==> src/rtl/seg_pkg.sv <==
// Shared types and constants for the seven-segment scan multiplexer.
// Segment patterns are active-high {G,F,E,D,C,B,A}; polarity is applied at the top.
package seg_pkg;

  typedef enum logic {
    ST_BLANK = 1'b0,
    ST_DRIVE = 1'b1
  } scan_state_e;

  localparam logic [6:0] SEG_OFF   = 7'h00;
  localparam logic [6:0] SEG_HEX_0 = 7'h3F;
  localparam logic [6:0] SEG_HEX_1 = 7'h06;
  localparam logic [6:0] SEG_HEX_2 = 7'h5B;
  localparam logic [6:0] SEG_HEX_3 = 7'h4F;
  localparam logic [6:0] SEG_HEX_4 = 7'h66;
  localparam logic [6:0] SEG_HEX_5 = 7'h6D;
  localparam logic [6:0] SEG_HEX_6 = 7'h7D;
  localparam logic [6:0] SEG_HEX_7 = 7'h07;
  localparam logic [6:0] SEG_HEX_8 = 7'h7F;
  localparam logic [6:0] SEG_HEX_9 = 7'h6F;
  localparam logic [6:0] SEG_HEX_A = 7'h77;
  localparam logic [6:0] SEG_HEX_B = 7'h7C;  // lowercase b
  localparam logic [6:0] SEG_HEX_C = 7'h39;
  localparam logic [6:0] SEG_HEX_D = 7'h5E;  // lowercase d
  localparam logic [6:0] SEG_HEX_E = 7'h79;
  localparam logic [6:0] SEG_HEX_F = 7'h71;

endpackage

==> src/rtl/hex7seg_decode.sv <==
// Combinational hex nibble to active-high seven-segment pattern {G,F,E,D,C,B,A}.
module hex7seg_decode
  import seg_pkg::*;
(
  input  logic [3:0] nibble_i,
  output logic [6:0] seg_o
);

  always_comb begin
    seg_o = SEG_OFF;
    case (nibble_i)
      4'h0: seg_o = SEG_HEX_0;
      4'h1: seg_o = SEG_HEX_1;
      4'h2: seg_o = SEG_HEX_2;
      4'h3: seg_o = SEG_HEX_3;
      4'h4: seg_o = SEG_HEX_4;
      4'h5: seg_o = SEG_HEX_5;
      4'h6: seg_o = SEG_HEX_6;
      4'h7: seg_o = SEG_HEX_7;
      4'h8: seg_o = SEG_HEX_8;
      4'h9: seg_o = SEG_HEX_9;
      4'hA: seg_o = SEG_HEX_A;
      4'hB: seg_o = SEG_HEX_B;
      4'hC: seg_o = SEG_HEX_C;
      4'hD: seg_o = SEG_HEX_D;
      4'hE: seg_o = SEG_HEX_E;
      4'hF: seg_o = SEG_HEX_F;
      default: seg_o = SEG_OFF;
    endcase
  end

endmodule

==> src/rtl/seg_scan_mux.sv <==
// Four-digit multiplexed seven-segment driver with anti-ghost blanking and a
// frame-synchronous shadow register. Define SEG_LZB_EN for leading-zero blanking.
module seg_scan_mux
  import seg_pkg::*;
#(
  parameter int SCAN_DIV       = 50_000,
  parameter int BLANK_CYC      = 500,
  parameter int SEG_ACTIVE_LOW = 1
) (
  input  logic        i_clk,
  input  logic        rst_n,
  input  logic [15:0] i_value,
  input  logic        i_load,
  output logic        o_pending,
  output logic [6:0]  o_seg,
  output logic [3:0]  o_dig_en_n
);

  localparam int TW = (SCAN_DIV > 1) ? $clog2(SCAN_DIV) : 1;
  localparam logic [TW-1:0] T_LAST       = TW'(SCAN_DIV - 1);
  localparam logic [TW-1:0] T_BLANK_LAST = TW'(BLANK_CYC - 1);
  localparam logic [6:0]    SEG_OFF_OUT  = (SEG_ACTIVE_LOW != 0) ? ~SEG_OFF : SEG_OFF;

  scan_state_e   state_q, state_d;
  logic [TW-1:0] timer_q, timer_d;
  logic [1:0]    index_q, index_d;
  logic [15:0]   display_q, display_d;
  logic [15:0]   shadow_q, shadow_d;
  logic          pending_q, pending_d;
  logic [6:0]    seg_q, seg_d;
  logic [3:0]    dig_en_n_q, dig_en_n_d;

  logic          commit;
  logic          lz_blank;
  logic [3:0]    nibble_d;
  logic [6:0]    dec_seg;
  logic [6:0]    raw_seg;

  hex7seg_decode u_decode (
    .nibble_i (nibble_d),
    .seg_o    (dec_seg)
  );

  always_comb begin
    state_d = state_q;
    timer_d = timer_q + TW'(1);
    index_d = index_q;
    commit  = 1'b0;
    case (state_q)
      ST_BLANK: begin
        if (timer_q == T_BLANK_LAST) state_d = ST_DRIVE;
      end
      ST_DRIVE: begin
        if (timer_q == T_LAST) begin
          state_d = ST_BLANK;
          timer_d = '0;
          index_d = index_q + 2'd1;
          commit  = (index_q == 2'd3);
        end
      end
      default: state_d = ST_BLANK;
    endcase
  end

  // Commit uses the shadow as it stood before this edge, so a coincident load
  // lands in the shadow and stays pending for the next frame.
  always_comb begin
    shadow_d  = i_load ? i_value : shadow_q;
    display_d = (commit && pending_q) ? shadow_q : display_q;
    pending_d = pending_q;
    if (i_load)      pending_d = 1'b1;
    else if (commit) pending_d = 1'b0;
  end

  // Outputs are computed from next-state values so they register on the
  // same edge as the state/index change.
  always_comb begin
    nibble_d = display_d[3:0];
    case (index_d)
      2'd0: nibble_d = display_d[3:0];
      2'd1: nibble_d = display_d[7:4];
      2'd2: nibble_d = display_d[11:8];
      2'd3: nibble_d = display_d[15:12];
      default: nibble_d = display_d[3:0];
    endcase
`ifdef SEG_LZB_EN
    lz_blank = 1'b0;
    case (index_d)
      2'd1: lz_blank = (display_d[15:4] == 12'h000);
      2'd2: lz_blank = (display_d[15:8] == 8'h00);
      2'd3: lz_blank = (display_d[15:12] == 4'h0);
      default: lz_blank = 1'b0;
    endcase
`else
    lz_blank = 1'b0;
`endif
    raw_seg    = (state_d == ST_DRIVE && !lz_blank) ? dec_seg : SEG_OFF;
    seg_d      = (SEG_ACTIVE_LOW != 0) ? ~raw_seg : raw_seg;
    dig_en_n_d = (state_d == ST_DRIVE) ? ~(4'b0001 << index_d) : 4'b1111;
  end

  always_ff @(posedge i_clk or negedge rst_n) begin
    if (!rst_n) begin
      state_q    <= ST_BLANK;
      timer_q    <= '0;
      index_q    <= 2'd0;
      display_q  <= 16'h0000;
      shadow_q   <= 16'h0000;
      pending_q  <= 1'b0;
      seg_q      <= SEG_OFF_OUT;
      dig_en_n_q <= 4'b1111;
    end else begin
      state_q    <= state_d;
      timer_q    <= timer_d;
      index_q    <= index_d;
      display_q  <= display_d;
      shadow_q   <= shadow_d;
      pending_q  <= pending_d;
      seg_q      <= seg_d;
      dig_en_n_q <= dig_en_n_d;
    end
  end

  assign o_pending  = pending_q;
  assign o_seg      = seg_q;
  assign o_dig_en_n = dig_en_n_q;

endmodule

==> config.mk <==
export PLATFORM = sky130hd
export DESIGN_NAME = seg_scan_mux
export DESIGN_NICKNAME = d
export VERILOG_FILES = /design/src/rtl/seg_pkg.sv /design/src/rtl/hex7seg_decode.sv /design/src/rtl/seg_scan_mux.sv
export SDC_FILE = /design/constraint.sdc
export NUM_CORES = 1
export LEC_CHECK = 0
export CORE_MARGIN = 2
export CORE_UTILIZATION = 53
export CTS_CLUSTER_SIZE = 28
export DETAILED_ROUTE_END_ITERATION = 6
export GPL_TIMING_DRIVEN = 0
export PLACE_DENSITY_LB_ADDON = 0.2
export SKIP_LAST_GASP = 1
export SLEW_MARGIN = 0
export SYNTH_ARGS = -nofsm -noshare
export SYNTH_HDL_FRONTEND = slang
export SYNTH_HIERARCHICAL = 1
export SYNTH_SLANG_ARGS = --single-unit
==> constraint.sdc <==
create_clock -name i_clk -period 9.3 [get_ports i_clk]
set_input_delay 2.79 -clock i_clk [delete_from_list [all_inputs] [get_ports i_clk]]
set_output_delay 2.79 -clock i_clk [all_outputs]
set_load 0.05 [all_outputs]
==> run metrics <==
leftover overflow at the end of global routing 0; flip-flop and latch count after synthesis 63; clock latency at the later pin of the worst-skew pair 0.34 ns; unrepaired setup endpoints after global routing no; post-placement cell area 3620 sq um; buffers from clock root to sink, at most 2; Synthesized Nets 309; Placed Cells 385; start point of the critical path o_dig_en_n[3]; multi-input combinational cell area 1520 sq um; drt first pass iters 4; Buffers on Ports 29; post-synthesis cell type with the largest combined area sky130_fd_sc_hd__dfrtp_1; Unique masters post-synth 48; initial antenna violation count 0; highest clock frequency the design can meet 225 MHz; top-level port count 31; startpoint of the most critical register-to-register path timer_q[10]; relative contribution of combinational cells to total power 4.3%; Setup Buffers After CTS 0; Resize count post-CTS 0; count of filler cells inserted in the layout 494; final number of hold-violating endpoints 0; Final min period 4.44 ns; sequential-to-total area share from yosys stat 49.1%; CP cell instances clkdlybuf4s50_1; first-iteration detailed-routing DRC count 138; R2R Setup Slk 5.77 ns; layout overhead on the synthesized area 17.2%; aggregate routed wire length 5.92 mm; drt drc 0; worst reg2reg path depth 9; Total Die Area 6750 sq um; max-cap violations 0; Final Slew Violations 0; count of hold-fix buffers inserted at cts 0; die span in y 82.2 um; hold slack 0.465 ns; placer's final routability congestion estimate 0.809; number of warnings printed during yosys synthesis 6; signal arrival time at the worst endpoint 1.65 ns; top area cells in the synthesized netlist sky130_fd_sc_hd__dfrtp_1, sky130_fd_sc_hd__dfstp_2, sky130_fd_sc_hd__mux2_2, sky130_fd_sc_hd__mux2_4, sky130_fd_sc_hd__ha_1; top flip-flop cell by instance count after synthesis sky130_fd_sc_hd__dfrtp_1; Num CTS Buffers 9; DP Wirelength 4.22 mm; Synth top area share 40.2%; Post-Syn Area per Cell 11.5 sq um; period utilisation layout 47.7%; IR Drop Worst-Case VDD 0.0000986 V; Cell Int Power 0.404 mW; CTS H-tree depth 3; most frequent standard cell in the layout excluding fill and tap cells sky130_fd_sc_hd__dfrtp_1; Setup crit start kind register; Slowest Stage Delay on Critical Path 0.79 ns; via total after detailed routing 2191; share of flip-flops with an asynchronous set or reset 100%; critical path class register to output pin; clock transition time at the flip-flop clock pins of the worst setup and hold paths 0.07 ns; global-route wire length before repair 10.2 mm; die span in x 82.2 um; area used by sequential logic in the layout 1590 sq um; per-cell routed wire length 14.8 um; final clock skew 0.00696 ns; cells after synthesis 281; number of buffer and inverter stages on the critical path 1; pre-CTS setup slack 5.05 ns; actual slew at the worst max-slew pin 0.775 ns; capturing element of the worst setup path o_dig_en_n[3]; Psw 0.114 mW; Floorplan Core Area 5920 sq um; outcome finished clean; clock tree from TritonCTS done; initial core utilization 54.7%; Setup Total Neg Slack 0 ns; vias in the first global route 2119; critical path endpoint category output pin; CP Data Required Time 6.51 ns; sequential fraction of design power 55.4%; EDFF count, synth 0; Net count, final 349; All-Layer GR Usage 20.3%; Worst R2R End o_seg[3]; portion of total power attributed to the clock network 40.4%; largest fanout on the critical path 1; leakage 1.71 nW; summed instance area of the synthesized netlist 3240 sq um; maximum number of pins on one net before global-route repair 64; share of cells above drive strength 1 23.6%; post-layout instance count excluding filler cells 401; standard-cell row count 28; vias per cell 5.46; logic depth of the worst setup path including buffers 1; net switching fraction of the power 22.0%; power density over cell area 136 nW/um^2; commonest cells after routing, fill and taps aside sky130_fd_sc_hd__dfrtp_1, sky130_fd_sc_hd__clkdlybuf4s50_1, sky130_fd_sc_hd__nand2_1, sky130_fd_sc_hd__mux2_2, sky130_fd_sc_hd__nor2_1; CP delay by family, top buffers and inverters; clk sinks 63; hold crit path type register to register; final design instance area without fill 3800 sq um; count of final setup violators 0; Ant. Diodes 0; buffer cell driving the clock tree root sky130_fd_sc_hd__clkbuf_8; cell with the largest stage delay on the worst path sky130_fd_sc_hd__clkdlybuf4s50_1; worst-case setup margin in the final layout 4.86 ns; number of nets with antenna violations after routing 0; Slew HR 48.4%
[cells in the mapped netlist (2+ instances only)]
cell type,count
sky130_fd_sc_hd__buf_2,3
sky130_fd_sc_hd__nor2b_1,3
sky130_fd_sc_hd__or3b_2,2
sky130_fd_sc_hd__a31o_2,2
sky130_fd_sc_hd__ha_1,9
sky130_fd_sc_hd__mux4_2,3
sky130_fd_sc_hd__xor2_1,9
sky130_fd_sc_hd__a21o_1,3
sky130_fd_sc_hd__o221ai_1,2
sky130_fd_sc_hd__nand2_1,24
sky130_fd_sc_hd__o31ai_1,2
sky130_fd_sc_hd__a21oi_1,10
sky130_fd_sc_hd__buf_6,3
sky130_fd_sc_hd__nor2_1,21
sky130_fd_sc_hd__a211oi_1,3
sky130_fd_sc_hd__nor3_1,8
sky130_fd_sc_hd__and3_1,6
sky130_fd_sc_hd__nand3b_1,3
sky130_fd_sc_hd__dfrtp_1,52
sky130_fd_sc_hd__nand4_1,3
sky130_fd_sc_hd__nand3_1,12
sky130_fd_sc_hd__xnor2_1,5
sky130_fd_sc_hd__o21ai_0,3
sky130_fd_sc_hd__mux2_4,9
sky130_fd_sc_hd__clkbuf_1,7
sky130_fd_sc_hd__mux2i_1,10
sky130_fd_sc_hd__mux2_2,22
sky130_fd_sc_hd__dfstp_2,11
sky130_fd_sc_hd__inv_1,12
[registers in the layout, summed over array words and instances (netlist names)]
register,count
shadow_q,16
o_dig_en_n,4
index_q,2
state_q,1
display_q,16
o_seg,7
o_pending,1
timer_q,16
[worst min-delay path, stage by stage, from the launching register on]
cell and delay, ns:
sky130_fd_sc_hd__dfrtp_1 0.32, sky130_fd_sc_hd__nand2_1 0.06, sky130_fd_sc_hd__nand2_1 0.05
[power by group through the flow]
stage | clock [mW] | combinational, mW | sequential (mW)
CTS | 0.215 | 0.0228 | 0.287
floorplan | 0 | 0.00908 | 0.289
detailed placement | 0 | 0.0227 | 0.291
global placement | 0 | 0.0221 | 0.291
finish | 0.209 | 0.0220 | 0.287
global route | 0.228 | 0.0245 | 0.287
[layer usage]
metal | GRT usage, % | vias to the layer above | share of wire, %
met5 | 0 | - | 0
met4 | 7.17 | 0 | 1.2
met3 | 5.87 | 6 | 4.8
met2 | 31.5 | 53 | 48
met1 | 27.4 | 1060 | 46
li1 | - | 1072 | -
[cells by family (layout without fill, tap and decap cells)]
logic type,after synthesis,after routing,share of synthesized area (%)
and+or+nand+nor,93,93,15.3
DFF,63,63,49.1
muxes,45,45,17.8
AOI/OAI and AO/OA,31,31,6.61
buffers and inverters,26,71,3.94
xor gates and xnor gates,14,14,3.79
adders and majority gates,9,9,3.48
[per-stage QoR]
| step | util, % | total power [mW] |
|---|---|---|
| 2_1_floorplan | - | 0.299 |
| 3_3_place_gp | 61.2 | 0.313 |
| 3_5_place_dp | 61.2 | 0.314 |
| 4_1_cts | 64.1 | 0.525 |
| 5_1_grt | 64.1 | 0.540 |
| 6_report | 64.1 | 0.518 |
[worst min path at each step]
| stage | startpoint | end | slack, ns | depth (start not counted) |
|---|---|---|---|---|
| 3_5_place_dp | display_q[10] | display_q[10] | 0.45 | 2 |
| 6_report | display_q[10] | display_q[10] | 0.46 | 2 |
| 2_1_floorplan | display_q[10] | display_q[10] | 0.43 | 2 |
| 4_1_cts | display_q[10] | display_q[10] | 0.47 | 2 |
| 3_3_place_gp | display_q[10] | display_q[10] | 0.45 | 2 |
| 5_1_grt | display_q[5] | display_q[5] | 0.51 | 2 |
[cell type report]
class	instances	share of cell area [%]
tap	75	2.47
timing repair buffer	29	7.58
sequential	63	41.9
clock inverter	4	0.527
multi-input combinational	192	40.1
clock buffer	12	4.09
inverter	12	1.19
buffer	14	2.18
Power figures use the tool's default switching activity.
